[src/rtl/psum_acc_sequencer_pkg.sv]
// Shared constants and state encoding for the psum accumulation sequencer.
package psum_acc_sequencer_pkg;

  localparam int PSUM_W_DEF = 20;
  localparam int ADDR_W_DEF = 6;
  localparam int NUM_LANES  = 3;

  localparam logic [2:0] ST_IDLE       = 3'd0;
  localparam logic [2:0] ST_REQ        = 3'd1;
  localparam logic [2:0] ST_GRANT_WAIT = 3'd2;
  localparam logic [2:0] ST_ACC        = 3'd3;
  localparam logic [2:0] ST_DRAIN      = 3'd4;
  localparam logic [2:0] ST_FIN        = 3'd5;

  typedef enum logic [2:0] {
    IDLE       = ST_IDLE,
    REQ        = ST_REQ,
    GRANT_WAIT = ST_GRANT_WAIT,
    ACC        = ST_ACC,
    DRAIN      = ST_DRAIN,
    FIN        = ST_FIN
  } state_t;

endpackage

[src/rtl/psum_acc_sequencer_sat_add.sv]
// Combinational signed add of two psum lanes, clamped to the lane range.
module psum_sat_add
  import psum_acc_sequencer_pkg::*;
#(
  parameter int W = PSUM_W_DEF
) (
  input  logic signed [W-1:0] a,
  input  logic signed [W-1:0] b,
  output logic signed [W-1:0] sum
);

  logic signed [W:0] wide;

  // Overflow shows up as the two top bits of the widened sum disagreeing.
  always_comb begin
    wide = {a[W-1], a} + {b[W-1], b};
    if (wide[W] != wide[W-1]) begin
      sum = wide[W] ? {1'b1, {(W-1){1'b0}}} : {1'b0, {(W-1){1'b1}}};
    end else begin
      sum = wide[W-1:0];
    end
  end

endmodule

[src/rtl/psum_acc_sequencer.sv]
// Collects PE-tail done pulses, requests the psum pass, then streams tail psums
// through a two-stage read/add/write-back pipeline into the GLB psum SRAMs.
//
// state      | meaning
// IDLE       | gathering per-column done flags
// REQ        | one-cycle psum_acc_en, flags cleared
// GRANT_WAIT | waiting for psum_add
// ACC        | accepting tail words, issuing GLB reads
// DRAIN      | waiting for both pipeline stages to empty
// FIN        | one-cycle psum_acc_fin
module psum_acc_sequencer
  import psum_acc_sequencer_pkg::*;
#(
  parameter int PSUM_W = PSUM_W_DEF,
  parameter int ADDR_W = ADDR_W_DEF
) (
  input  logic                          clock,
  input  logic                          reset,
  input  logic [NUM_LANES-1:0]          pe_done,
  input  logic [ADDR_W:0]               num_psum,
  input  logic                          first_pass,
  output logic                          psum_acc_en,
  input  logic                          psum_add,
  output logic                          psum_acc_fin,
  output logic                          busy,
  input  logic                          pe_psum_valid,
  output logic                          pe_psum_ready,
  input  logic [NUM_LANES*PSUM_W-1:0]   pe_psum_data,
  output logic                          glb_rd_en,
  output logic [ADDR_W-1:0]             glb_rd_addr,
  input  logic [NUM_LANES*PSUM_W-1:0]   glb_rd_data,
  output logic                          glb_wr_en,
  output logic [ADDR_W-1:0]             glb_wr_addr,
  output logic [NUM_LANES*PSUM_W-1:0]   glb_wr_data
);

  localparam int DW = NUM_LANES * PSUM_W;

  state_t               state, state_nxt;
  logic [NUM_LANES-1:0] flags;
  logic [ADDR_W:0]      cnt;
  logic [ADDR_W:0]      num_lat;
  logic                 fp_lat;
  logic                 hs;

  logic                 s1_valid;
  logic [ADDR_W-1:0]    s1_addr;
  logic [DW-1:0]        s1_tail;
  logic                 s2_valid;
  logic [ADDR_W-1:0]    s2_addr;
  logic [DW-1:0]        s2_data;

  logic [DW-1:0]        glb_opnd;
  logic [DW-1:0]        sum_all;

  always_ff @(posedge clock or posedge reset) begin
    if (reset) state <= IDLE;
    else       state <= state_nxt;
  end

  always_comb begin
    state_nxt     = state;
    psum_acc_en   = 1'b0;
    psum_acc_fin  = 1'b0;
    pe_psum_ready = 1'b0;
    case (state)
      IDLE: begin
        if ((flags | pe_done) == '1) state_nxt = REQ;
      end
      REQ: begin
        psum_acc_en = 1'b1;
        state_nxt   = GRANT_WAIT;
      end
      GRANT_WAIT: begin
        if (psum_add) state_nxt = (num_psum == '0) ? FIN : ACC;
      end
      ACC: begin
        pe_psum_ready = (cnt < num_lat);
        if (cnt == num_lat) state_nxt = DRAIN;
      end
      DRAIN: begin
        if (!s1_valid && !s2_valid) state_nxt = FIN;
      end
      FIN: begin
        psum_acc_fin = 1'b1;
        state_nxt    = IDLE;
      end
      default: state_nxt = IDLE;
    endcase
  end

  assign hs          = pe_psum_valid & pe_psum_ready;
  assign glb_rd_en   = hs & ~fp_lat;
  assign glb_rd_addr = glb_rd_en ? cnt[ADDR_W-1:0] : '0;
  assign busy        = (state != IDLE);

  always_ff @(posedge clock or posedge reset) begin
    if (reset) begin
      flags    <= '0;
      cnt      <= '0;
      num_lat  <= '0;
      fp_lat   <= 1'b0;
      s1_valid <= 1'b0;
      s1_addr  <= '0;
      s1_tail  <= '0;
      s2_valid <= 1'b0;
      s2_addr  <= '0;
      s2_data  <= '0;
    end else begin
      // Done pulses only count while idle; anything later belongs to the next pass.
      if (state == IDLE)     flags <= flags | pe_done;
      else if (state == REQ) flags <= '0;

      if (state == GRANT_WAIT && psum_add) begin
        num_lat <= num_psum;
        fp_lat  <= first_pass;
        cnt     <= '0;
      end else if (hs) begin
        cnt <= cnt + 1'b1;
      end

      s1_valid <= hs;
      if (hs) begin
        s1_addr <= cnt[ADDR_W-1:0];
        s1_tail <= pe_psum_data;
      end

      s2_valid <= s1_valid;
      if (s1_valid) begin
        s2_addr <= s1_addr;
        s2_data <= sum_all;
      end
    end
  end

  // GLB read data arrives alongside stage 1, so the add happens on that cycle.
  assign glb_opnd = fp_lat ? '0 : glb_rd_data;

  for (genvar k = 0; k < NUM_LANES; k++) begin : g_lane
    psum_sat_add #(.W(PSUM_W)) u_add (
      .a   (s1_tail[k*PSUM_W +: PSUM_W]),
      .b   (glb_opnd[k*PSUM_W +: PSUM_W]),
      .sum (sum_all[k*PSUM_W +: PSUM_W])
    );
  end

  assign glb_wr_en   = s2_valid;
  assign glb_wr_addr = s2_addr;
  assign glb_wr_data = s2_data;

endmodule

[config.mk]
export PLATFORM = sky130hd
export DESIGN_NAME = psum_acc_sequencer
export DESIGN_NICKNAME = d
export VERILOG_FILES = /design/src/rtl/psum_acc_sequencer_pkg.sv /design/src/rtl/psum_acc_sequencer_sat_add.sv /design/src/rtl/psum_acc_sequencer.sv
export SDC_FILE = /design/constraint.sdc
export NUM_CORES = 1
export LEC_CHECK = 0
export CORE_MARGIN = 8
export CORE_UTILIZATION = 28
export DETAILED_ROUTE_END_ITERATION = 16
export MAX_ROUTING_LAYER = met4
export PLACE_DENSITY_LB_ADDON = 0.25
export SYNTH_ARGS = -nofsm -noshare
export SYNTH_HDL_FRONTEND = slang
export SYNTH_SLANG_ARGS = --single-unit
[constraint.sdc]
create_clock -name clock -period 5.02 [get_ports clock]
set_input_delay 0.502 -clock clock [delete_from_list [all_inputs] [get_ports clock]]
set_output_delay 0.502 -clock clock [all_outputs]
set_load 0.05 [all_outputs]
==> metrics, run 1 <==
status completed; CTS sink cnt 155; hold_buf cts 0; floorplan row count 69; ys async rst share 100%; WS Path Type register to register; FILL cells 3563; WL per Instance 18.0 µm; HP Start s1_addr[4]; relative slew slack 35.4%; Area Overhead vs Synth 32.4%; worst setup path start fp_lat; final clock skew 0.00955 ns; Skew-Pair Late Insertion Delay 0.44 ns; post-DR vias/cell 4.94; sw power 4.58 mW; largest net degree at the start of global routing 87; Reg clk slew, reported paths 0.07 ns; Post-synth top cells 155 x dfrtp_1, 84 x a21oi_1, 74 x mux2_2, 68 x ha_1, 65 x nor2b_1; Placer Congestion 0.821; min setup slack post-route 1.03 ns; DIE AREA 41800 µm²; IO Pins 213; first-pass GRT wire length 48200 µm; Synth Warn # 0; number of CTS-inserted buffers 17; Post-Syn Area 9950 µm²; Post-CTS Resized 0; clock tree buffer depth 2; leakage 5.66 nW; Nets 1416; vias in the first global route 8676; Comb pwr share 62.6%; GRT Util Overall 14.9%; Clk pwr share 14.4%; Max Freq 251 MHz; Reg-to-Reg Start fp_lat; Final Critical Period 3.99 ns; setup violators final 0; Port Buf Inserts 212; Syn Inst Count 1008; final WL 30300 µm; final worst-path cycle share 79.4%; first-pass iteration count of the detailed router 5; power per cell area 732 nW/µm²; crit start category register; post-synth top area share 39.0%; CP required 5.38 ns; CP arrival 4.34 ns; Initial DRC Count 341; setup TNS 0 ns; M3 GR Usage 2.97%; Peak VDD IR 323 µV; share of cells above drive strength 1 12.5%; Setup WS pre-CTS 0.893 ns; Syn Nets 1214; CP Capture Type register; area of the multi-input gates 5740 µm²; RSZ-0062 raised after global routing no; grt peak-use layer met2; synthesized flop and latch total 155; Main synth FF type dfrtp_1; initial antenna violation count 0; antenna cell count 0; Placeable Area 35300 µm²; Int Pwr 5.07 mW; Slew @ Worst Pin 0.969 ns; Sequential Power Share 23.0%; synth unique cells 80; worst-path maximum fanout 25; most frequent cell after synthesis dfrtp_1; Chip Height 205 µm; Die W 205 µm; met2 GRT Util 24.5%; most area-hungry cell type in the Yosys netlist dfrtp_1; root buffer cell clkbuf_16; Vias 8325; register area share after synthesis 39.0%; switch share 47.4%; Congestion Overflow GR 0; Avg Cell Area, Syn 9.87 µm²; Post-DRT Antenna Nets 0; GR Layer Usage met1 18.8%; final slew viol count 0; htree depth 4; post-DP HPWL 22800 µm; Synth area leaders dfrtp_1 39%, ha_1 8.5%, mux2_2 8.4%, a21oi_1 4.2%, nor2b_1 4.1%; Post-synth EDFFs 0; Final Hold Fails 0; buffers inserted by post-CTS timing repair 0; initial core utilization 28.2%; max_cap viols 0; CTS tree yes; # DRC 0; Register Area 3880 µm²; Hold Crit Class register to register; Tot Pwr 9.65 mW
-- routing by layer --
layer  share of wire (%)  vias to the layer above
li1                    -                     4073
met1                  47                     4069
met2                  49                      171
met3                 3.6                       12
met4                0.67                        0
met5                   0                        -
-- layout make-up --
class                      instances  area share (%)
timing repair buffer             225            16.8
inverter                          37            1.09
tap                              461            4.38
multi-input combinational        774            43.6
clock inverter                    10            1.05
clock buffer                      22            3.60
sequential                       155            29.5
-- per-stage QoR --
stage          util [%]  instances  hold WS, ns  area, µm²
6_report           37.3       1684        0.479      13200
5_1_grt            37.3       1684        0.506      13200
4_1_cts            37.3       1684        0.484      13200
3_5_place_dp       35.6       1652        0.467      12600
3_3_place_gp       35.6       1652        0.461      12600
2_1_floorplan         -       1008        0.349       9950
-- final timing paths --
| kind | to | slack (ns) | cells after the start |
|---|---|---|---|
| worst min register to register | s1_addr[4] | 0.48 | 2 |
| worst max register to register | glb_wr_data[14] | 1.03 | 11 |
| worst min-delay path | s1_addr[4] | 0.48 | 2 |
| worst max-delay path | glb_wr_data[14] | 1.03 | 11 |
| min in group asynchronous | s1_tail[20] | 0.62 | 2 |
| max in group asynchronous | glb_wr_data[37] | 3.30 | 3 |
-- power groups by stage --
stage	clock, mW	sequential [mW]	combinational [mW]
after floorplan	0	2.85	3.80
after global placement	0	2.25	5.99
after detailed placement	0	2.25	6.04
after CTS	1.44	2.24	6.08
after global routing	1.48	2.30	6.62
final	1.39	2.22	6.04
-- cell usage in the layout, fill, tap and decap left out, types with 39 or more instances in the layout --
cell,count
clkdlybuf4s50_1,212
nor2b_1,65
nand2_1,53
a21oi_1,84
o21ai_0,48
ha_1,68
nor2_1,63
dfrtp_1,153
mux2_2,74
o2bb2ai_1,39
-- cells by family (layout without fill, tap and decap cells) --
kind of cell / Yosys count / count (layout) / synth area share (%)
buffers and inverters: 79 / 294 / 3.46
and+or+nand+nor: 288 / 288 / 15.1
muxes: 77 / 77 / 8.67
xor gates and xnor gates: 44 / 44 / 3.87
AOI/OAI and AO/OA: 288 / 288 / 20.1
DFF: 155 / 155 / 39.0
adders and majority gates: 77 / 77 / 9.78
-- worst max-delay path, stage by stage (launching register included) --
cell	delay [ns]
dfrtp_2	0.81
nand2b_1	0.25
inv_1	0.06
ha_1	0.28
a211oi_1	0.42
o21ai_0	0.23
a31oi_1	0.51
o211ai_1	0.23
a21o_1	0.22
a31oi_2	0.52
nand2_4	0.17
a22oi_2	0.19
-- sequential cells by signal, summed over array words and instances (netlist names) --
name	count
glb_wr_en	1
flags	3
glb_wr_addr	6
state	3
cnt	7
num_lat	7
s1_valid	1
fp_lat	1
s1_tail	60
s1_addr	6
glb_wr_data	60
Note: power is estimated with default switching activity, not from simulation.
==> inputs of run 2 (changes only) <==
Clock period 5.02 ns to 3.4 ns, I/O delays scaled along.
==> run 2 against run 1 <==
Net effect:
- first-iteration DRC count shrank 10%
- count of clock-buffer cells in the layout stayed put
- global-route usage down 0.076 points
- die area is the same
- flip-flop and latch count did not move
- largest power group unchanged
==> metrics, run 2 (synthesis results as in run 1) <==
status completed; initial antenna violation count 3 (+3); vias in the first global route 8904 (+2.6%); commonest non-fill, non-tap cell in the layout clkdlybuf4s50_1; M3 GR Usage 3.21% (+0.24 points); CTS tree yes; htree depth 4 (unchanged); max_cap viols 0 (unchanged); Die W 205 µm (unchanged); worst-path maximum fanout 20 (-20%); GR Layer Usage met1 18.1% (-0.74 points); post-DR vias/cell 4.88 (-1.3%); final WL 29800 µm (-1.7%); placed cell area 12900 µm² (+2.6%); CTS sink cnt 155 (unchanged); hold_buf cts 0 (unchanged); post-DP HPWL 22600 µm (-1.2%); CP required 3.72 ns (-1.66 ns); Port Buf Inserts 212 (unchanged); worst reg2reg path depth 14 (+3); share of cells above drive strength 1 15.2% (+2.7 points); # DRC 0 (unchanged); Final Hold Fails 0 (unchanged); Chip Height 205 µm (unchanged); Post-DRT Antenna Nets 0 (unchanged); largest net degree at the start of global routing 77 (-11%); final slew viol count 0 (unchanged); DIE AREA 41800 µm² (unchanged); FILL cells 3545 (-0.51%); setup violators final 0 (unchanged); CP Capture Type register; Finished Core Util 38.4% (+1.1 points); commonest non-fill, non-tap cells in the layout 205 x clkdlybuf4s50_1, 153 x dfrtp_1, 82 x a21oi_1, 74 x mux2_2, 68 x ha_1; WL per Instance 17.4 µm (-3.2%); Final Critical Period 3.21 ns (-0.774 ns); Skew-Pair Late Insertion Delay 0.44 ns (about the same); Placeable Area 35300 µm² (unchanged); WS Path Type register to register; setup TNS 0 ns (unchanged); first-pass GRT wire length 48200 µm (unchanged); clock tree buffer depth 2 (unchanged); Max Freq 311 MHz (+24%); Area Overhead vs Synth 36.2%; Congestion Overflow GR 0 (unchanged); IO Pins 213 (unchanged); relative slew slack 45.8% (+10 points); power per cell area 1080 nW/µm² (+48%); initial core utilization 28.2% (unchanged); Peak VDD IR 487 µV (+51%); Initial DRC Count 307 (-10%); Nets 1442 (+1.8%); final design area excluding fillers 13600 µm² (+2.9%); leakage 5.84 nW (+3.2%); crit start category register; GRT Util Overall 14.8% (-0.076 points); Reg clk slew, reported paths 0.07 ns (about the same); met2 GRT Util 23.9% (-0.58 points); final worst-path cycle share 94.5% (+15 points); root buffer cell clkbuf_16; Vias 8345 (+0.24%); first-pass iteration count of the detailed router 4 (-1); CP arrival 3.54 ns (-0.80 ns); grt peak-use layer met2; final clock skew 0.0103 ns (+0.000793 ns); floorplan row count 69 (unchanged); Hold Crit Class input port to asynchronous set/reset pin; number of CTS-inserted buffers 17 (unchanged); Placer Congestion 0.813 (-0.95%); Slew @ Worst Pin 0.812 ns (-0.157 ns)
==> run 2: cell count changes in the layout (fill, tap and decap cells not counted), sizes merged <==
| cell | delta |
|---|---|
| clkinvlp | +1 |
| bufinv | +1 |
| clkdlybuf4s50 | -7 |
| buf | +33 |
| diode | +3 |
| inv | -3 |
| clkinv | -2 |
==> run 2: critical path, cell delays in order, from the launching register on <==
cell      delay, ns
dfrtp_2        0.44
buf_12         0.16
nand2b_1       0.18
inv_1          0.07
ha_1           0.23
a211o_1        0.30
o211ai_1       0.13
a211oi_1       0.12
buf_4          0.16
o21ai_1        0.28
o31a_1         0.18
a211oi_2       0.05
buf_12         0.17
maj3_1         0.34
mux2_2         0.27
==> run 2: power by group <==
| group | leakage (nW) | total [mW] | internal [mW] | switching (mW) |
|---|---|---|---|---|
| Clock | 0.292 | 2.05 | 1.26 | 0.791 |
| Sequential | 1.90 | 3.24 | 2.67 | 0.575 |
| Combinational | 3.65 | 9.40 | 3.98 | 5.42 |
| Total | 5.84 | 14.7 | 7.90 | 6.79 |
==> run 2: path summary, 6_finish.rpt <==
path	from	endpoint	slack, ns
worst max-delay path	fp_lat	glb_wr_data[21]	0.19
worst min-delay path	reset	s1_tail[53]	0.14
worst max register to register	fp_lat	glb_wr_data[21]	0.19
worst min register to register	s1_addr[3]	s1_addr[3]	0.48
max in group asynchronous	reset	glb_wr_data[35]	2.49
min in group clock	s1_addr[3]	s1_addr[3]	0.48
==> run 2: metal layers <==
layer,vias to the layer above,share of wire [%]
met2,157,48
met3,23,4.1
met4,0,1.6
met5,-,0
met1,4050,46
li1,4115,-
==> run 2: stage by stage <==
stage / hold WS, ns / total power, mW / setup slack, ns / std cells
2_1_floorplan: 0.349 / 9.81 / 0.101 / 1008
3_3_place_gp: 0.470 / 12.5 / -0.0124 / 1677
3_5_place_dp: 0.468 / 12.6 / -0.0494 / 1677
4_1_cts: 0.112 / 14.8 / 0.0509 / 1706
5_1_grt: 0.129 / 15.9 / -0.000355 / 1710
6_report: 0.140 / 14.7 / 0.187 / 1710
==> run 2: area by class of cell <==
cell class | instances | area [µm²] | share of cell area (%)
Clock inverter | 7 | 141 | 1.04
Antenna cell | 3 | 7.51 | 0.0554
Sequential cell | 155 | 3880 | 28.6
Clock buffer | 22 | 464 | 3.42
Tap cell | 461 | 577 | 4.25
Inverter | 37 | 143 | 1.05
Timing Repair Buffer | 251 | 2570 | 18.9
Multi-Input combinational cell | 774 | 5780 | 42.6
==> run 2: what timing repair did <==
item	CTS	global route
endpoints found under the setup margin	0	33
resized for setup	0	11
endpoints found under the hold margin	0	0
setup buffers	0	1
==> inputs of run 3 (changes only) <==
Settings changed: CTS_BUF_LIST set to sky130_fd_sc_hd__clkbuf_8, DONT_BUFFER_PORTS set to 1.
==> run 3 against run 2 <==
Net effect:
- critical path depth unchanged
- power shrank 6.4%
- count of clock-buffer cells in the layout fell by 5
- cell area is 11% lower
- global-route usage grew 0.20 points
- clock skew up 0.013 ns
- hold slack lost 0.059 ns
- die area unchanged
- register-to-register slack hardly changed
- critical endpoint is now glb_wr_data[14]
- largest power group unchanged
- highest routed layer unchanged
==> metrics, run 3 (synthesis results as in run 1) <==
CP required 3.80 ns (+0.08 ns); # DRC 0 (unchanged); final worst-path cycle share 94.3% (-0.26 points); vias in the first global route 8171 (-8.2%); first-pass iteration count of the detailed router 5 (+1); power per cell area 1140 nW/µm² (+4.9%); final WL 30400 µm (+1.9%); Reg clk slew, reported paths 0.09 ns (+0.02 ns); CTS sink cnt 155 (unchanged); Final Non-Filler Cells 1579 (-7.7%); CP peak stage delay 0.47 ns (+0.03 ns); CP arrival 3.60 ns (+0.06 ns); crit start category register; WL per Instance 19.2 µm (+10%); Placeable Area 35300 µm² (unchanged); Skew-Pair Late Insertion Delay 0.49 ns (+0.05 ns); CTS tree yes; Slew @ Worst Pin 0.945 ns (+0.133 ns); worst-path maximum fanout 32 (+60%); IO Pins 213 (unchanged); GRT Util Overall 15.0% (+0.20 points); commonest non-fill, non-tap cells in the layout 153 x dfrtp_1, 83 x a21oi_1, 74 x mux2_2, 71 x dlygate4sd3_1, 67 x ha_1; worst path cell trace buf_12 -> nor2b_1 -> ha_2 -> inv_1 -> fa_1 -> nand2b_1 -> a21oi_2 -> nand3_1 -> a31oi_4 -> o211ai_4 -> a211oi_2 -> buf_6 -> nor2_4 -> a22oi_2; Placer Congestion 0.812 (about the same); max_cap viols 0 (unchanged); largest net degree at the start of global routing 101 (+31%); number of CTS-inserted buffers 17 (unchanged); share of cells above drive strength 1 17.4% (+2.2 points); Setup WS pre-CTS -0.0172 ns (+0.0322 ns); htree depth 4 (unchanged); setup violators final 0 (unchanged); relative slew slack 36.6% (-9.2 points); Peak VDD IR 512 µV (+5.2%); status completed; final design area excluding fillers 12100 µm² (-11%); Post-DRT Antenna Nets 0 (unchanged); final clock skew 0.0232 ns (+0.0129 ns); Vias 7969 (-4.5%); Port Buf Inserts 0 (-100%); min setup slack post-route 0.195 ns (+0.00893 ns); Nets 1308 (-9.3%); Reg2Reg Setup Slack 0.20 ns (about the same); Congestion Overflow GR 0 (unchanged); post-DR vias/cell 5.05 (+3.4%); root buffer cell clkbuf_8; initial antenna violation count 3 (unchanged); commonest non-fill, non-tap cell in the layout dfrtp_1; post-DP HPWL 22500 µm (-0.13%); first-pass GRT wire length 48000 µm (-0.47%); clock tree buffer depth 2 (unchanged); placed cell area 10800 µm² (-16%); Area Overhead vs Synth 21.6%; floorplan row count 69 (unchanged); Chip Height 205 µm (unchanged); slowest CP cell dfrtp_2; Max Freq 312 MHz (+0.28%); initial core utilization 28.2% (unchanged); Final Hold Fails 0 (unchanged); RSZ-0062 raised after global routing yes; WS Path Type register to register; final slew viol count 0 (unchanged); DIE AREA 41800 µm² (unchanged); Hold Crit Class input port to register; CP Capture Type register; Initial DRC Count 350 (+14%); Die W 205 µm (unchanged); Final Critical Period 3.20 ns (-0.00893 ns); leakage 5.29 nW (-9.4%); placed insts 1471 (-12%)
## run 3: cell count changes in the layout (fill, tap and decap cells not counted), moves of 2 or more
cell             delta
clkdlybuf4s50_1   -205
dlygate4sd3_1      +71
clkbuf_16          -17
clkbuf_8           +15
clkbuf_1            -3
inv_6               +3
a2111oi_2           -2
buf_12              -2
buf_4               +2
bufinv_16           +2
inv_1               +2
## run 3: critical path: cells and delay by family (launching register included)
family	cells	cell delay, ns
compound gates	5	1.01
simple gates	4	0.60
fa+ha+maj	2	0.59
flops	1	0.47
buf+inv	3	0.44
## run 3: timing repair
item	CTS	global route
setup endpoints to repair	9	52
pin swaps	0	7
hold endpoints to repair	88	0
hold buffers	71	0
buffers inserted	0	1
gates resized for setup	1	15
cloned	0	1
## run 3: cell type report
class	instances	area, µm²
Timing Repair Buffer	116	1190
Clock inverter	15	246
Inverter	37	143
Fill cell	3603	23200
Antenna cell	3	7.51
Tap cell	461	577
Clock buffer	17	234
Multi-Input combinational cell	775	5830
Sequential cell	155	3880
## run 3: metrics by stage
stage	TNS (ns)	hold WS (ns)	power (mW)	util, %
global route	-0.127	0.0570	14.9	34.3
finish	0	0.0804	13.8	34.3
global placement	0	0.284	11.8	30.6
floorplan	0	0.349	9.81	-
CTS	0	0.0546	13.8	34.0
detailed placement	-0.0413	0.278	11.8	30.6
## run 3: path summary, 6_finish.rpt
path	start	depth (start not counted)	to
max	fp_lat	14	glb_wr_data[14]
min	first_pass	1	fp_lat
max reg2reg	fp_lat	14	glb_wr_data[14]
min reg2reg	s1_addr[3]	2	s1_addr[3]
max in group asynchronous	reset	3	s1_valid
min in group asynchronous	reset	2	s1_tail[2]
## run 3: metal layers
| metal | global-route usage (%) | vias up | share of wire [%] |
|---|---|---|---|
| li1 | - | 3863 | - |
| met1 | 19.1 | 3901 | 45 |
| met2 | 23.7 | 185 | 49 |
| met3 | 3.72 | 20 | 4.9 |
| met4 | 3.47 | 0 | 1.3 |
| met5 | - | - | 0 |
## run 3: power breakdown
part | leakage, nW | switching [mW] | internal, mW | total [mW]
combinational | 3.15 | 4.19 | 3.34 | 7.53
sequential | 1.90 | 1.86 | 2.63 | 4.49
clock | 0.240 | 0.784 | 0.951 | 1.74
